### src/rtl/shift_sequencer.sv
// shift_sequencer: multi-cycle variable shifter built from fixed power-of-two
// stages (1, 2, 4, ... 2**(SHAMT_W-1)). Each clock applies the largest
// remaining stage selected by the shift amount. Stages whose amount bit is
// zero are skipped, so latency is popcount(shamt) SHIFT cycles plus one
// DONE cycle.
//
// Ports:
//   clock   - rising-edge clock
//   reset   - asynchronous active-low reset
//   start   - request, accepted only while ready=1
//   op      - 00 SLL, 01 SRA, 10 SRL, 11 ROR
//   data_in - operand, sampled on an accepted start
//   shamt   - shift amount, sampled on an accepted start
//   ready   - high in IDLE and DONE
//   busy    - high in SHIFT
//   done    - one-cycle pulse per completed operation
//   result  - registered result; changes only when entering DONE
//
// WIDTH must equal 2**SHAMT_W. The rotate stage relies on this: its
// left-shift distance is computed modulo WIDTH in SHAMT_W bits.
module shift_sequencer #(
    parameter int WIDTH   = 32,
    parameter int SHAMT_W = 5
) (
    input  logic               clock,
    input  logic               reset,
    input  logic               start,
    input  logic [1:0]         op,
    input  logic [WIDTH-1:0]   data_in,
    input  logic [SHAMT_W-1:0] shamt,
    output logic               ready,
    output logic               busy,
    output logic               done,
    output logic [WIDTH-1:0]   result
);

    typedef enum logic [1:0] {IDLE, SHIFT, DONE} state_t;
    typedef enum logic [1:0] {SLL = 2'b00, SRA = 2'b01, SRL = 2'b10, ROR = 2'b11} op_t;

    state_t             state;
    op_t                op_r;
    logic [WIDTH-1:0]   acc;
    logic [SHAMT_W-1:0] rem;

    // top is the highest set bit of rem as a one-hot value; numerically
    // that is exactly the stage distance 2**k.
    logic [SHAMT_W-1:0] top;
    logic [SHAMT_W-1:0] rem_nxt;
    logic [SHAMT_W-1:0] lsh;
    logic [WIDTH-1:0]   acc_nxt;

    always_comb begin
        top = '0;
        for (int i = 0; i < SHAMT_W; i++)
            if (rem[i]) top = SHAMT_W'(1) << i;
        rem_nxt = rem & ~top;
        // Rotate right by d == rotate left by WIDTH-d; -top wraps modulo WIDTH.
        // top is never zero while in SHIFT, so no full-width shift occurs.
        lsh = SHAMT_W'(0) - top;
        case (op_r)
            SLL:     acc_nxt = acc << top;
            SRA:     acc_nxt = $signed(acc) >>> top;
            SRL:     acc_nxt = acc >> top;
            default: acc_nxt = (acc >> top) | (acc << lsh);
        endcase
    end

    always_ff @(posedge clock or negedge reset) begin
        if (!reset) begin
            state  <= IDLE;
            op_r   <= SLL;
            acc    <= '0;
            rem    <= '0;
            result <= '0;
            ready  <= 1'b1;
            busy   <= 1'b0;
            done   <= 1'b0;
        end else begin
            done <= 1'b0;
            case (state)
                IDLE, DONE: begin
                    // Accepting in DONE gives back-to-back issue; result of
                    // the finishing op is still on the port this cycle.
                    if (start) begin
                        acc  <= data_in;
                        rem  <= shamt;
                        op_r <= op_t'(op);
                        if (shamt == '0) begin
                            state  <= DONE;
                            result <= data_in;
                            done   <= 1'b1;
                            ready  <= 1'b1;
                            busy   <= 1'b0;
                        end else begin
                            state <= SHIFT;
                            ready <= 1'b0;
                            busy  <= 1'b1;
                        end
                    end else begin
                        state <= IDLE;
                        ready <= 1'b1;
                        busy  <= 1'b0;
                    end
                end
                SHIFT: begin
                    acc <= acc_nxt;
                    rem <= rem_nxt;
                    if (rem_nxt == '0) begin
                        state  <= DONE;
                        result <= acc_nxt;
                        done   <= 1'b1;
                        ready  <= 1'b1;
                        busy   <= 1'b0;
                    end
                end
                default: begin
                    state <= IDLE;
                    ready <= 1'b1;
                    busy  <= 1'b0;
                end
            endcase
        end
    end

endmodule
### config.mk
export PLATFORM = sky130hd
export DESIGN_NAME = shift_sequencer
export DESIGN_NICKNAME = d
export VERILOG_FILES = /design/src/rtl/shift_sequencer.sv
export SDC_FILE = /design/constraint.sdc
export NUM_CORES = 1
export LEC_CHECK = 0
export CORE_UTILIZATION = 45
export DETAILED_ROUTE_END_ITERATION = 10
export PLACE_DENSITY_LB_ADDON = 0.3
export SETUP_SLACK_MARGIN = 0.15
export SYNTH_ARGS = -nofsm -noshare
export SYNTH_HDL_FRONTEND = slang
export SYNTH_SLANG_ARGS = --single-unit
### constraint.sdc
create_clock -name clock -period 5.2 [get_ports clock]
set_input_delay 1.04 -clock clock [delete_from_list [all_inputs] [get_ports clock]]
set_output_delay 1.04 -clock clock [all_outputs]
set_load 0.05 [all_outputs]
==> summary.txt <==
Synth
  • Largest cells by area after synthesis: dfrtp_1 (21%), nand2_1 (6.4%), o21ai_0 (5.8%)
  • Cell type with the largest total area after synthesis: dfrtp_1
  • Post-synth top area share: 0.209
  • Primary FF master, synth: dfrtp_1
  • Total nets after synthesis: roughly 1300
  • Synth Instances: 1234
  • Ys async rst share: 1.00
  • Synthesized flop and latch total: 76
  • Post-synth EDFFs: 0
  • Distinct cells, synth: approximately 90
  • Mapped cell area: 8960 sq um
  • Seq/Total Area, Yosys: 0.212
  • Syn avg cell area: 7.26 sq um
  • Yosys warning count: 0

Routing
  • DR vias: 11700
  • Final wirelength: 52.3 mm
  • Router iterations before antenna repair: 6
  • Drt drc: 0
  • Via-per-instance ratio: 7.80
  • Post-route ant nets: 0
  • Drt wl/cell: 34.9 microns
  • Initial DRC count: ~1900

Critical path
  • Worst-path fanout max: 22
  • CP Capture Type: register
  • CP required: 5.48 ns
  • Reg2reg end: result[10]
  • R2r startpoint: rem[0]
  • Kind of critical path: reg -> reg
  • Reg2reg setup slack: between 0.9 and 1 ns
  • CP startpoint: rem[0]
  • Arr. time, crit path: 4.56 ns
  • Critical Path Start Type: register
  • Setup crit end: result[10]
  • Worst Reg-to-Reg Cells: 9

Global route
  • Number of global-route vias before repair: 10700
  • Total grt overflow: 0
  • Initial antenna violation count: 4
  • Total track usage: 0.519
  • Largest net degree at the start of global routing: ~60
  • Global-route wire length before repair: 75.5 mm

Hold path
  • Hold Crit Class: reg -> reg

Timing
  • RSZ-0062 raised after global routing: false
  • Final setup vio count: 0
  • Fin crit period: between 4 and 5 ns
  • Final period utilization: 0.823
  • Setup_tns: 0 ns
  • Least-Margin Pin Slew: 1.40 ns
  • Clk_skew: 0.0149 ns
  • Max-slew violation count: 0
  • Slew headroom: 0.0668
  • Final hold violations: 0
  • Final hold slack: 0.483 ns
  • Max Freq: roughly 230 MHz

Floorplan
  • Die X: 143 microns
  • Starting Density: 0.461
  • Die area: roughly 20000 sq um
  • # IOs: 77
  • Number of placement rows: 51
  • Die Y: 143 microns
  • Core Footprint: 19500 sq um

Outcome
  • Outcome: finished clean

Clock tree
  • Root Buffer: clkbuf_16
  • Clock Sinks: 76
  • H-tree levels: 3
  • CTS tree: built
  • Num CTS Buffers: 9
  • Max Root-Sink Buffers: 2
  • Number of post-CTS setup repair buffers: 0
  • # hold bufs at CTS: 0
  • Reg clk slew, reported paths: approximately 0.08 ns
  • Resize count post-CTS: 0
  • Clock Latency Late Sink: 0.36 ns

Place
  • DP Cell Count: 1482
  • Port Buffer Count: 76
  • Hpwl dp: 35.8 mm
  • RD Place Congestion: 1.15

Final layout
  • Most frequent cells in the layout: nand2_1 (153), nor2_1 (109), o21ai_0 (103), a21oi_1 (98), clkdlybuf4s50_1 (75)
  • Synth-to-Final Area Change: 13.2%
  • Final core occ: 0.521
  • Count of nets after finishing: 1271
  • Share of layout cells above drive strength 1: 0.110
  • Post-Layout Cell Count: 1499
  • Most common cell after layout, fill and taps aside: nand2_1

Job
  • Max_cap viols: 0
## worst max-delay path: stages, from the launching register on
cell      delay, ns
dfrtp_1        0.34
buf_4          0.27
nor3b_4        1.16
buf_4          0.40
a21oi_1        0.19
o311ai_0       0.90
a22oi_1        0.19
o311a_1        0.34
a21o_1         0.18
a31oi_1        0.16
## registers in the layout, indices dropped and copies added (netlist names)
signal / count
acc: 32
busy: 1
done: 1
op_r: 2
ready: 1
rem: 5
result: 32
state: 2
## layer usage
layer / track usage / part of all wire
met4: 0.362 / 0.086
met2: 0.694 / 0.38
met1: 0.675 / 0.38
met3: 0.201 / 0.15
met5: 0 / 0.00080
## metrics by stage
step                setup slack (ns)  cell area [sq um]
floorplan                       1.38               8960
global placement               0.923               9840
detailed placement             0.926               9840
CTS                             1.21              10100
global route                   0.991              10100
finish                         0.920              10100
## worst min path at each step
| stage | depth (start not counted) | to | start | slack, ns |
|---|---|---|---|---|
| CTS | 2 | ready | ready | 0.48 |
| detailed placement | 2 | ready | ready | 0.47 |
| global route | 2 | ready | ready | 0.51 |
| floorplan | 2 | acc[27] | acc[27] | 0.55 |
| finish | 2 | result[3] | result[3] | 0.48 |
| global placement | 2 | result[19] | result[19] | 0.46 |
## Yosys cell counts, types with 10 or more instances
library cell  count
nand2_1         153
nor2_1          112
o21ai_0         103
a21oi_1          98
clkbuf_1         95
dfrtp_1          75
nand3_1          36
a31oi_1          35
a211oi_1         31
o31ai_1          31
mux2i_1          30
buf_2            29
o221ai_1         29
nor3_1           26
o22ai_1          26
o211ai_1         18
mux4_2           17
nand2b_1         17
inv_1            16
a22oi_1          14
buf_1            12
a221oi_1         11
or3_1            11
nand4_1          10
## kinds of logic after synthesis
family                   synth area share
adder cells (fa/ha/maj)           0.00251
flip-flops                          0.212
XOR/XNOR                          0.00279
buffers and inverters              0.0831
AO/OA/AOI/OAI                       0.401
multiplexers                       0.0867
AND/OR/NAND/NOR                     0.211
## area by class of cell
type | instances | area, sq um
Sequential cell | 76 | 1910
Inverter | 21 | 78.8
Clock inverter | 7 | 75.1
Fill cell | 1968 | 9320
Timing Repair Buffer | 129 | 1160
Tap cell | 265 | 332
Antenna cell | 1 | 2.50
Multi-Input combinational cell | 991 | 6370
Clock buffer | 9 | 225
Power is left out: the tool's default activity adds up to more than one toggle a clock period on the data nets, which glitch-free logic cannot reach.
